File: src/rtl/ws2812_pkg.sv
// Shared definitions for the WS2812 pixel serializer and its RZ encoder.
// Optional RGB-to-GRB reordering is enabled with WS2812_RGB_TO_GRB_EN.
package ws2812_pkg;

    typedef enum logic [1:0] {
        CMD_IDLE  = 2'b00,
        CMD_TX    = 2'b01,
        CMD_RESET = 2'b10
    } ws2812_cmd_e;

    function automatic logic [15:0] swap_bytes(input logic [15:0] x);
        return {x[7:0], x[15:8]};
    endfunction

endpackage

File: src/rtl/ws2812_pixel_skid.sv
// Holding slot behind the serializer shift register; owns pix_ready so the
// upstream stream sees a registered back-pressure signal.
module ws2812_pixel_skid #(
    parameter int W = 24
) (
    input  logic         clk,
    input  logic         rst_n,
    input  logic         push,
    input  logic [W-1:0] push_data,
    input  logic         push_last,
    input  logic         pop,
    output logic [W-1:0] hold_data,
    output logic         hold_valid,
    output logic         hold_last,
    output logic         pix_ready
);

    logic hold_valid_next;

    // A pop and a push on the same edge leave the slot occupied by the new pixel.
    assign hold_valid_next = (hold_valid && !pop) || push;

    always_ff @(posedge clk or negedge rst_n) begin
        if (!rst_n) begin
            hold_data  <= '0;
            hold_valid <= 1'b0;
            hold_last  <= 1'b0;
            pix_ready  <= 1'b0;
        end else begin
            if (push) begin
                hold_data <= push_data;
                hold_last <= push_last;
            end
            hold_valid <= hold_valid_next;
            pix_ready  <= !hold_valid_next;
        end
    end

endmodule

File: src/rtl/ws2812_pixel_serializer.sv
// Pixel stream to WS2812 encoder feeder: two-pixel buffer, MSB-first bit shifter
// and TX/RESET/IDLE command generation. Define WS2812_RGB_TO_GRB_EN for RGB input.
module ws2812_pixel_serializer
    import ws2812_pkg::*;
#(
    parameter  int BITS_PER_PIXEL = 24,
    localparam int COUNTER_SIZE   = $clog2(BITS_PER_PIXEL + 1)
) (
    input  logic                      clk,
    input  logic                      rst_n,
    input  logic [BITS_PER_PIXEL-1:0] pix_data,
    input  logic                      pix_valid,
    input  logic                      pix_last,
    output logic                      pix_ready,
    input  logic                      cmd_request,
    input  logic                      data_request,
    output logic [1:0]                command,
    output logic                      databit,
    output logic                      frame_done,
    output logic                      underrun
);

    localparam logic [COUNTER_SIZE-1:0] CNT_FULL = COUNTER_SIZE'(BITS_PER_PIXEL);
    localparam logic [COUNTER_SIZE-1:0] CNT_ONE  = COUNTER_SIZE'(1);

    logic [BITS_PER_PIXEL-1:0] sh;
    logic [COUNTER_SIZE-1:0]   cnt;
    logic                      sh_last;
    logic                      reset_pending;

    logic [BITS_PER_PIXEL-1:0] hold_data;
    logic                      hold_valid;
    logic                      hold_last;

    logic [BITS_PER_PIXEL-1:0] pix_word;
    logic                      retire;
    logic                      cnt_is_one;
    logic                      pop;
    logic [COUNTER_SIZE-1:0]   cnt_after;
    logic                      accept;
    logic                      to_sh;
    logic                      to_hold;
    logic                      handover;
    logic                      rp_set;
    ws2812_cmd_e               cmd;

`ifdef WS2812_RGB_TO_GRB_EN
    assign pix_word = {swap_bytes(pix_data[BITS_PER_PIXEL-1 -: 16]),
                       pix_data[BITS_PER_PIXEL-17:0]};
`else
    assign pix_word = pix_data;
`endif

    assign retire     = data_request && (cnt != '0);
    assign cnt_is_one = (cnt == CNT_ONE);
    assign pop        = retire && cnt_is_one && hold_valid;
    assign cnt_after  = retire ? (pop ? CNT_FULL : cnt - CNT_ONE) : cnt;
    assign accept     = pix_valid && pix_ready;
    // An incoming pixel goes straight to the shifter only if it would otherwise be empty.
    assign to_sh      = accept && (cnt_after == '0);
    assign to_hold    = accept && (cnt_after != '0);
    assign rp_set     = retire && cnt_is_one && !hold_valid && sh_last;

    always_comb begin
        cmd = CMD_IDLE;
        if (data_request) begin
            if ((cnt > CNT_ONE) || hold_valid)
                cmd = CMD_TX;
            else if ((cnt_is_one && sh_last) || reset_pending)
                cmd = CMD_RESET;
        end else begin
            if (cnt != '0)
                cmd = CMD_TX;
            else if (reset_pending)
                cmd = CMD_RESET;
        end
    end

    assign command  = cmd;
    assign handover = (cmd_request || data_request) && (cmd == CMD_RESET);
    assign databit  = (cnt != '0) ? sh[BITS_PER_PIXEL-1] : 1'b0;

    ws2812_pixel_skid #(
        .W (BITS_PER_PIXEL)
    ) u_skid (
        .clk        (clk),
        .rst_n      (rst_n),
        .push       (to_hold),
        .push_data  (pix_word),
        .push_last  (pix_last),
        .pop        (pop),
        .hold_data  (hold_data),
        .hold_valid (hold_valid),
        .hold_last  (hold_last),
        .pix_ready  (pix_ready)
    );

    always_ff @(posedge clk or negedge rst_n) begin
        if (!rst_n) begin
            sh            <= '0;
            cnt           <= '0;
            sh_last       <= 1'b0;
            reset_pending <= 1'b0;
            frame_done    <= 1'b0;
            underrun      <= 1'b0;
        end else begin
            if (to_sh) begin
                sh      <= pix_word;
                cnt     <= CNT_FULL;
                sh_last <= pix_last;
            end else if (retire) begin
                if (pop) begin
                    sh      <= hold_data;
                    sh_last <= hold_last;
                end else begin
                    sh <= {sh[BITS_PER_PIXEL-2:0], 1'b0};
                end
                cnt <= cnt_after;
            end

            // Handing RESET over wins against a same-edge set so only one RESET is issued.
            if (handover)
                reset_pending <= 1'b0;
            else if (rp_set)
                reset_pending <= 1'b1;

            frame_done <= handover;
            underrun   <= data_request && (cmd == CMD_IDLE) && cnt_is_one;
        end
    end

endmodule

File: config.mk
export PLATFORM = sky130hd
export DESIGN_NAME = ws2812_pixel_serializer
export DESIGN_NICKNAME = d
export VERILOG_FILES = /design/src/rtl/ws2812_pkg.sv /design/src/rtl/ws2812_pixel_skid.sv /design/src/rtl/ws2812_pixel_serializer.sv
export SDC_FILE = /design/constraint.sdc
export NUM_CORES = 1
export LEC_CHECK = 0
export BUFFER_PORTS_ARGS = -buffer_cell sky130_fd_sc_hd__buf_2
export CELL_PAD_IN_SITES_DETAIL_PLACEMENT = 2
export CELL_PAD_IN_SITES_GLOBAL_PLACEMENT = 2
export CORE_MARGIN = 10
export CORE_UTILIZATION = 39
export CTS_CLUSTER_DIAMETER = 120
export DETAILED_ROUTE_END_ITERATION = 16
export PLACE_DENSITY_LB_ADDON = 0.1
export SYNTH_ARGS = -nofsm -noshare
export SYNTH_HDL_FRONTEND = slang
export SYNTH_SLANG_ARGS = --single-unit
File: constraint.sdc
create_clock -name clk -period 3.56 [get_ports clk]
set_input_delay 0.178 -clock clk [delete_from_list [all_inputs] [get_ports clk]]
set_output_delay 0.178 -clock clk [all_outputs]
set_load 0.005 [all_outputs]
After elaboration in Yosys (flattened, before gate mapping). Cells that the tools add are included.

$add $sub $neg: 1. $lt $le $gt $ge: 1. Eq/ne operators: 2. Muxes and demuxes: 18. Reduce and logical (&&, ||, !) cells: 28.

Operators with widths (count): 24-bit two-way mux (3); 5-bit two-way mux (4); 1-bit logical AND (13); 2-bit two-way mux (5); 5-bit nonzero test (2); 1-bit two-way mux (6); 2-bit nonzero test (3); 5-bit by 1-bit == test with 1-bit output (second input constant) (1); 5-bit by 1-bit greater-than comparator with 1-bit output (second input constant) (1); 5-bit logical NOT (1); 5-bit by 1-bit subtractor with 5-bit output (second input constant) (1); 1-bit logical OR (4); 1-bit logical NOT (3); 2-bit == test (second input constant) (1); 2-bit logical NOT (1); 2-bit AND reduction (1).

Register bits after elaboration: 60. Bits of input ports: 30. Output and inout port bits: 6. Word-level logic and storage cells: 60.

Depth between registers and ports, before layout. Gate-level depths: netlist of run 1.

Word-level depth: 10. Mapped depth: 9. Mapped depth without buffers: 7.

Cells and area by module. From an unflattened synthesis of run 1, not the netlist that was laid out.

Cells, all modules: 265. Area, all modules: 3089.2 µm².

Modules (own cells, without submodules): ws2812_pixel_serializer (times used 1, cells each 207, area each 1996.9 µm², seq. area each 825.8 µm²); ws2812_pixel_skid (times used 1, cells each 58, area each 1092.3 µm², seq. area each 675.6 µm²).

Worst setup path after synthesis of run 1. OpenSTA, ideal clock, no wires.

Kind: register to register. Start: reg cnt[0]. End: reg u_skid.hold_data[11]. Setup time: 125 ps. Arrival time: 2725 ps. Required time: 3435 ps. Setup slack: 710 ps. Stages on the path, launching flop included: 9. Buffers on the path: 1. Period minus slack after synthesis: 2850 ps. Path through: dfrtp_1 inv_1 ha_1 or4b_4 a211oi_4 a211oi_4 o311ai_4 buf_6 mux2_4.

Word-level cells in the longest chain between the ends: 8. Elaborated cells between the ends (all ways): 10. Those cells by class: add/sub: 1; eq/ne: 1; mux: 2; reduce/logical: 6.

RTL lines: start: declaration (line ws2812_pixel_serializer.sv:27) `logic [COUNTER_SIZE-1:0] cnt;`; start signal: assignment (line ws2812_pixel_serializer.sv:118) `cnt <= cnt_after;`; branches (longest 5 deep; another with 5-bit by 1-bit subtractor with 5-bit output); 5-bit two-way mux (*) (line ws2812_pixel_serializer.sv:57) `assign cnt_after = retire ? (pop ? CNT_FULL : cnt - CNT_ONE) : cnt;`; 5-bit nonzero test (*) (line ws2812_pixel_serializer.sv:61) `assign to_hold = accept && (cnt_after != '0);`; 1-bit logical AND (*) (line ws2812_pixel_serializer.sv:61); end signal: assignment (line ws2812_pixel_skid.sv:31) `hold_data <= push_data;`; end: declaration (line ws2812_pixel_skid.sv:12) `output logic [W-1:0] hold_data,`.

Mark *: on every way between the ends. A chain may end at the register's enable or synchronous reset.

Final worst setup path of run 1.
Start: reg cnt[0]. End: reg sh[4].

Word-level cells in the longest chain between the ends: 9. Elaborated cells between the ends (all ways): 14. Those cells by class: add/sub: 1; eq/ne: 1; mux: 5; reduce/logical: 7.

RTL lines: branches (longest 9 deep; another with 5-bit by 1-bit subtractor with 5-bit output); end signal: assignment (line ws2812_pixel_serializer.sv:108) `sh <= pix_word;`; end signal: assignment (line ws2812_pixel_serializer.sv:113) `sh <= hold_data;`; end signal: assignment (line ws2812_pixel_serializer.sv:116) `sh <= {sh[BITS_PER_PIXEL-2:0], 1'b0};`; end: declaration (line ws2812_pixel_serializer.sv:26) `logic [BITS_PER_PIXEL-1:0] sh;`.

Several ways; the timed one is not identified. The select of a mux whose other input is x is not followed.

==> results of run 1 <==
-- cells in the final DEF (no fill, tap or decap), types with 3 or more instances in the layout --
| master | synthesis | final |
|---|---|---|
| a21oi_1 | 27 | 27 |
| buf_2 | 1 | 35 |
| buf_4 | 0 | 6 |
| clkbuf_8 | 0 | 11 |
| dfrtp_1 | 60 | 60 |
| ha_1 | 3 | 3 |
| inv_1 | 4 | 4 |
| mux2_1 | 11 | 11 |
| mux2_2 | 21 | 21 |
| mux2_4 | 18 | 18 |
| mux2i_1 | 24 | 24 |
| nand2_1 | 7 | 7 |
| nand3_1 | 3 | 3 |
| nor2_1 | 32 | 32 |
| nor3_1 | 5 | 5 |
| o21ai_0 | 7 | 7 |
-- metal layers --
| layer | vias to the layer above | global-route usage (%) | wire [um] |
|---|---|---|---|
| met5 | - | 0 | 0 |
| met2 | 36 | 23.3 | 3960 |
| met1 | 1084 | 16.6 | 3430 |
| met3 | 11 | 3.89 | 321 |
| li1 | 1016 | - | - |
| met4 | 0 | 4.28 | 89 |
-- how the worst max path moves through the flow --
stage                 from                    to  slack, ns  depth (start not counted)
floorplan           cnt[0]  u_skid.hold_data[11]       0.71                          8
global placement    cnt[0]                sh[12]       0.55                          8
detailed placement  cnt[0]                 sh[8]       0.46                          8
CTS                 cnt[0]                 sh[4]       0.40                          8
global route        cnt[0]                 sh[4]       0.22                          8
finish              cnt[0]                 sh[4]       0.44                          8
-- where the power goes --
part / total (W) / switching, W / internal, W
Sequential: 0.00121 / 0.000228 / 0.000986
Clock: 0.000638 / 0.000276 / 0.000362
Combinational: 0.000941 / 0.000426 / 0.000515
-- sequential cells by signal, summed over array words and instances, names as in the netlist --
signal	cells
cnt	5
frame_done	1
reset_pending	1
sh	24
sh_last	1
u_skid.hold_data	24
u_skid.hold_last	1
u_skid.hold_valid	1
u_skid.pix_ready	1
underrun	1
-- per-stage QoR --
| stage | hold slack [ns] | std cells | area [um2] |
|---|---|---|---|
| 4_1_cts | 0.0590 | 410 | 3630 |
| 6_report | 0.0731 | 410 | 3630 |
| 5_1_grt | 0.0620 | 410 | 3630 |
| 3_3_place_gp | 0.325 | 393 | 3420 |
| 3_5_place_dp | 0.332 | 393 | 3420 |
| 2_1_floorplan | -0.118 | 264 | 3160 |
-- final cells by class --
class | instances | area (um2) | share of cell area, %
Timing Repair Buffer | 43 | 250 | 6.89
Multi-Input combinational cell | 185 | 1540 | 42.3
Clock buffer | 13 | 159 | 4.37
Inverter | 4 | 15.0 | 0.413
Clock inverter | 3 | 45.0 | 1.24
Sequential cell | 60 | 1500 | 41.3
Tap cell | 102 | 128 | 3.51
-- critical path, cell delays in order (launching register included) --
cell and delay [ns]:
dfrtp_1 0.47, inv_1 0.17, ha_1 0.34, or4b_4 0.56, a211oi_4 0.29, a211oi_4 0.10, nor4_4 0.29, buf_4 0.38
mux2_2 0.39
-- kinds of logic (layout without fill, tap and decap cells) --
group	Yosys count	after routing	synth area share (%)
muxes	74	74	27.6
and+or+nand+nor	66	66	10.9
DFF	60	60	47.5
AOI/OAI and AO/OA	41	41	8.64
buffers and inverters	19	63	3.84
adders and majority gates	3	3	1.19
xor gates and xnor gates	1	1	0.277
==> impl_metrics.ini, run 1 <==
[clock_tree]
tritoncts = done
cts_root_buf = clkbuf_8
path_clk_slew_ns = 0.07
post_cts_resized = 0
cts_buffer_depth = 2
cts.sinks = 60
cts_max_level = 3
clk_latency_ns = 0.34
postCtsSetupBuffers = 0
cts_buffers = 9
cts_hold_buffers = 1

[setup_path]
crit_arrival_ns = 3.33
critPathLaunchType = register
end_kind = register
path_class = reg -> reg
cp_max_fo = 25
ff2ff_path_depth = 8
r2r_start = cnt[0]
r2r_setup_slack_ns = 0.44
rr_endpoint = sh[4]
required_ns = 3.77

[worst_hold_path]
hold_depth = 2
worstHoldPathType = in -> reg
min_to = sh[17]
worst_hold_startpoint = pix_data[17]

[drt]
wl_per_cell_um = 19.0
drt_wl_total_mm = 7.80
drt-vias-per-instance = 5.24
ant_nets = 0
drtPass1Iterations = 4
drt_first_iter_violations = 46
via_count = 2147
drc = 0

[placement]
hpwl_mm = 5.24
portBuffers = 35
dpl_worst_slack_ns = 0.456
routabilityCongestion = 0.745

[yosys]
ys_ff_latch = 60
synth-main-ff-cell = dfrtp_1
syn_area_um2 = 3160
synth_most_common_cell = dfrtp_1
synth_nets = 297
syn_inst = 264
synth_common_cells = 60 x dfrtp_1, 32 x nor2_1, 27 x a21oi_1
synth_edf_count = 0
ys_top_cells_by_area = dfrtp_1 48%, mux2_4 8.6%, mux2i_1 7.6%
synthArstFlopShare_pct = 100
syn_area_per_cell_um2 = 12.0
ys_warn_count = 0
ys_types = 40
synth_seq_area_share_pct = 47.5
yosysTopAreaCellShare_pct = 47.5
synth_area_leader_cell = dfrtp_1

[cells_and_area]
diodes = 0
nNetsFinal = 336
final_layout_size_suffix_gt1_share_pct = 34.1
post-route-util_pct = 46.5
areaGrowthSynthToFinish_pct = 15.1
n_fill_cell = 825

[timing]
finalWorstSetupSlack_ns = 0.440
max-slew-margin-rel_pct = 43.5
setup_viol = 0
clock-skew-final_ns = 0.00733
min_period_ns = 3.12
drv_slew = 0
tightest_slew_ns = 0.848
fin_crit_sh_pct = 87.6
grt_setup_unrepaired = no
fmax_mhz = 321
hold_viol = 0
tns_ns = 0

[pwr]
peakVddDrop_mv = 0.335
cellPowerDensity_nw_per_um2 = 769
finalPower_w = 0.00279
static-leakage-power_nw = 1.71

[grt]
grt-ovfl-total = 0
grt_pass1_vias = 2478
grt.total_usage_pct = 13.8
grt_max_degree = 51
grt_pass1_wl_mm = 13.0
antenna_found_initial = 0

[outcome]
status = complete, no violations

[flow_run]
max_cap_viol_count = 0

[floorplanning]
boundaryPins = 36
die_y_um = 110
die_w_um = 110
dieArea_um2 = 12100
initial_core_util_pct = 40.4
row_count = 32
core_um2 = 7810
Power figures use the tool's default switching activity.
==> run 2: changes to the inputs <==
ABC_AREA = 1   (was not set)
CORE_UTILIZATION = 34   (was 39)
==> run 2 against run 1 <==
  * Critical path depth increased by 6
  * Sequential power decreased by 44%
  * Sequential share of layout area decreased by 2.3 points
  * Routed wire length increased by 41%
  * Synthesized cell count increased by 75%
==> impl_metrics.ini, run 2 <==
[clock_tree]
cts_root_buf = clkbuf_8
clk_latency_ns = 0.34
tritoncts = done
postCtsSetupBuffers = 0
cts.sinks = 60
cts_buffer_depth = 2
cts_buffers = 9
cts_max_level = 3
path_clk_slew_ns = 0.07

[timing]
fmax_mhz = 347
tns_ns = 0
fin_crit_sh_pct = 80.9
min_period_ns = 2.88
drv_slew = 0
max-slew-margin-rel_pct = 58.8
hold_viol = 0
clock-skew-final_ns = 0.00722
setup_viol = 0
grt_setup_unrepaired = no
finalWorstSetupSlack_ns = 0.680
tightest_slew_ns = 0.618

[worst_hold_path]
worst_hold_startpoint = pix_data[19]
worstHoldPathType = in -> reg

[setup_path]
crit_arrival_ns = 3.15
crit_path_max_incr_delay_ns = 0.46
required_ns = 3.83
r2r_start = cnt[0]
cp_slowest_cell = buf_4
crit_chain = inv_1 > ha_1 > inv_1 > nor2_2 > nand2_4 > nand2_4 > buf_4 > nand2_1 > nand2_2 > nor2_2 > nand4_4 > buf_4 > nand3_1 > nand2_1
crit_path_start = cnt[0]
path_class = reg -> reg
cp_max_fo = 52
end_kind = register
critPathLaunchType = register

[drt]
wl_per_cell_um = 17.6
ant_nets = 0
drt_first_iter_violations = 115
drtPass1Iterations = 4
via_count = 3185
drt_wl_total_mm = 11.0
drt-vias-per-instance = 5.10
drc = 0

[floorplanning]
initial_core_util_pct = 34.8
boundaryPins = 36
dieArea_um2 = 14400
die_y_um = 120
core_um2 = 9770
row_count = 36
die_w_um = 120

[cells_and_area]
layout_commonest_cell = nand2_1
layout_common_cells = 149 x nand2_1, 60 x dfrtp_1, 52 x nand3_1
diodes = 0
largestRegisters = sh x24, u_skid.hold_data x24, cnt x5
areaGrowthSynthToFinish_pct = 13.3
nNetsFinal = 522
final_layout_size_suffix_gt1_share_pct = 15.7

[yosys]
syn_inst = 462
syn_area_per_cell_um2 = 7.36
ys_types = 31
synth_most_common_cell = nand2_1
syn_area_um2 = 3400
synth_common_cells = 149 x nand2_1, 60 x dfrtp_1, 52 x nand3_1
synthArstFlopShare_pct = 100
synth_seq_area_share_pct = 44.2
synth_nets = 495
ys_warn_count = 0
synth_edf_count = 0
synth_area_leader_cell = dfrtp_1
ys_top_cells_by_area = dfrtp_1 44%, nand2_1 16%, nand3_1 7.7%
yosysTopAreaCellShare_pct = 44.2
ys_ff_latch = 60
synth-main-ff-cell = dfrtp_1

[placement]
dpl_worst_slack_ns = 0.696
portBuffers = 35
hpwl_mm = 7.11
routabilityCongestion = 0.812

[outcome]
status = complete, no violations

[grt]
grt-ovfl-total = 0
antenna_found_initial = 0
grt.total_usage_pct = 15.8
grt_max_degree = 53
grt_pass1_wl_mm = 18.5
grt_pass1_vias = 3598

[pwr]
cellPowerDensity_nw_per_um2 = 353
swShare_pct = 22.8
peakVddDrop_mv = 0.200
power_switching_w = 0.000310
intPower_w = 0.00105
static-leakage-power_nw = 2.22
p_clk_share_pct = 46.5
comb_power_share_pct = 3.4
p_seq_share_pct = 50.1

[flow_run]
max_cap_viol_count = 0
## run 2: cell types whose count changed after synthesis, moves of 17 or more
cell,previous run,this run
a21oi_1,27,0
inv_1,4,38
mux2_2,21,0
mux2_4,18,0
mux2i_1,24,0
nand2_1,7,149
nand3_1,3,52
nand4_1,2,26
nor2_1,32,51
o21ai_0,7,24
## run 2: power by group through the flow
stage          Clock (W)  Combinational, W  Sequential (W)
6_report        0.000632         0.0000467        0.000681
5_1_grt         0.000678         0.0000541        0.000681
4_1_cts         0.000649         0.0000488        0.000681
3_5_place_dp           0         0.0000479        0.000694
3_3_place_gp           0         0.0000469        0.000694
2_1_floorplan          0        0.00000845        0.000695
## run 2: layer usage
metal	wire length (um)	track usage [%]
met1	5000	18.3
met2	5590	29.1
met3	299	3.38
met4	100	3.62
met5	0	0
## run 2: cells by family after synthesis
family	count (synthesis)	share of synthesized area, %
xor gates and xnor gates	1	0.258
AOI/OAI and AO/OA	31	5.04
adders and majority gates	3	1.10
DFF	60	44.2
and+or+nand+nor	297	40.3
buffers and inverters	70	9.16
## run 2: final timing paths
check / endpoint / slack [ns] / cells after the start
max: sh[7] / 0.68 / 14
min: u_skid.hold_data[19] / 0.09 / 3
max reg2reg: sh[7] / 0.68 / 14
min reg2reg: u_skid.hold_data[11] / 0.47 / 2
max in group asynchronous: sh[8] / 2.30 / 3
min in group asynchronous: u_skid.hold_data[21] / 0.30 / 2
## run 2: area by class of cell
cell class	count	area, um2
Timing Repair Buffer	45	253
Inverter	41	154
Fill cell	1196	5920
Tap cell	133	166
Clock buffer	12	155
Clock inverter	2	35.0
Multi-Input combinational cell	332	1590
Sequential cell	60	1500
## run 2: what timing repair did
item	4_1_cts	5_1_grt
setup endpoints to repair	0	0
hold endpoints to repair	14	0
resized for setup	0	0
hold buffers	1	0
## run 2: stage by stage
step / total power (W) / cell area [um2] / hold WS [ns] / utilization, % / std cells
after floorplan: 0.000703 / 3400 / -0.118 / - / 462
after global placement: 0.000741 / 3650 / 0.121 / 37.4 / 610
after detailed placement: 0.000742 / 3650 / 0.130 / 37.4 / 610
after CTS: 0.00138 / 3850 / 0.0683 / 39.4 / 625
after global routing: 0.00141 / 3850 / 0.0864 / 39.4 / 625
final: 0.00136 / 3850 / 0.0851 / 39.4 / 625
## run 2: critical path, delay by kind of cell (launching register included)
| family | cells | cell delay [ns] |
|---|---|---|
| and+or+nand+nor | 9 | 1.16 |
| buffers and inverters | 4 | 1.07 |
| DFF | 1 | 0.43 |
| adders and majority gates | 1 | 0.14 |
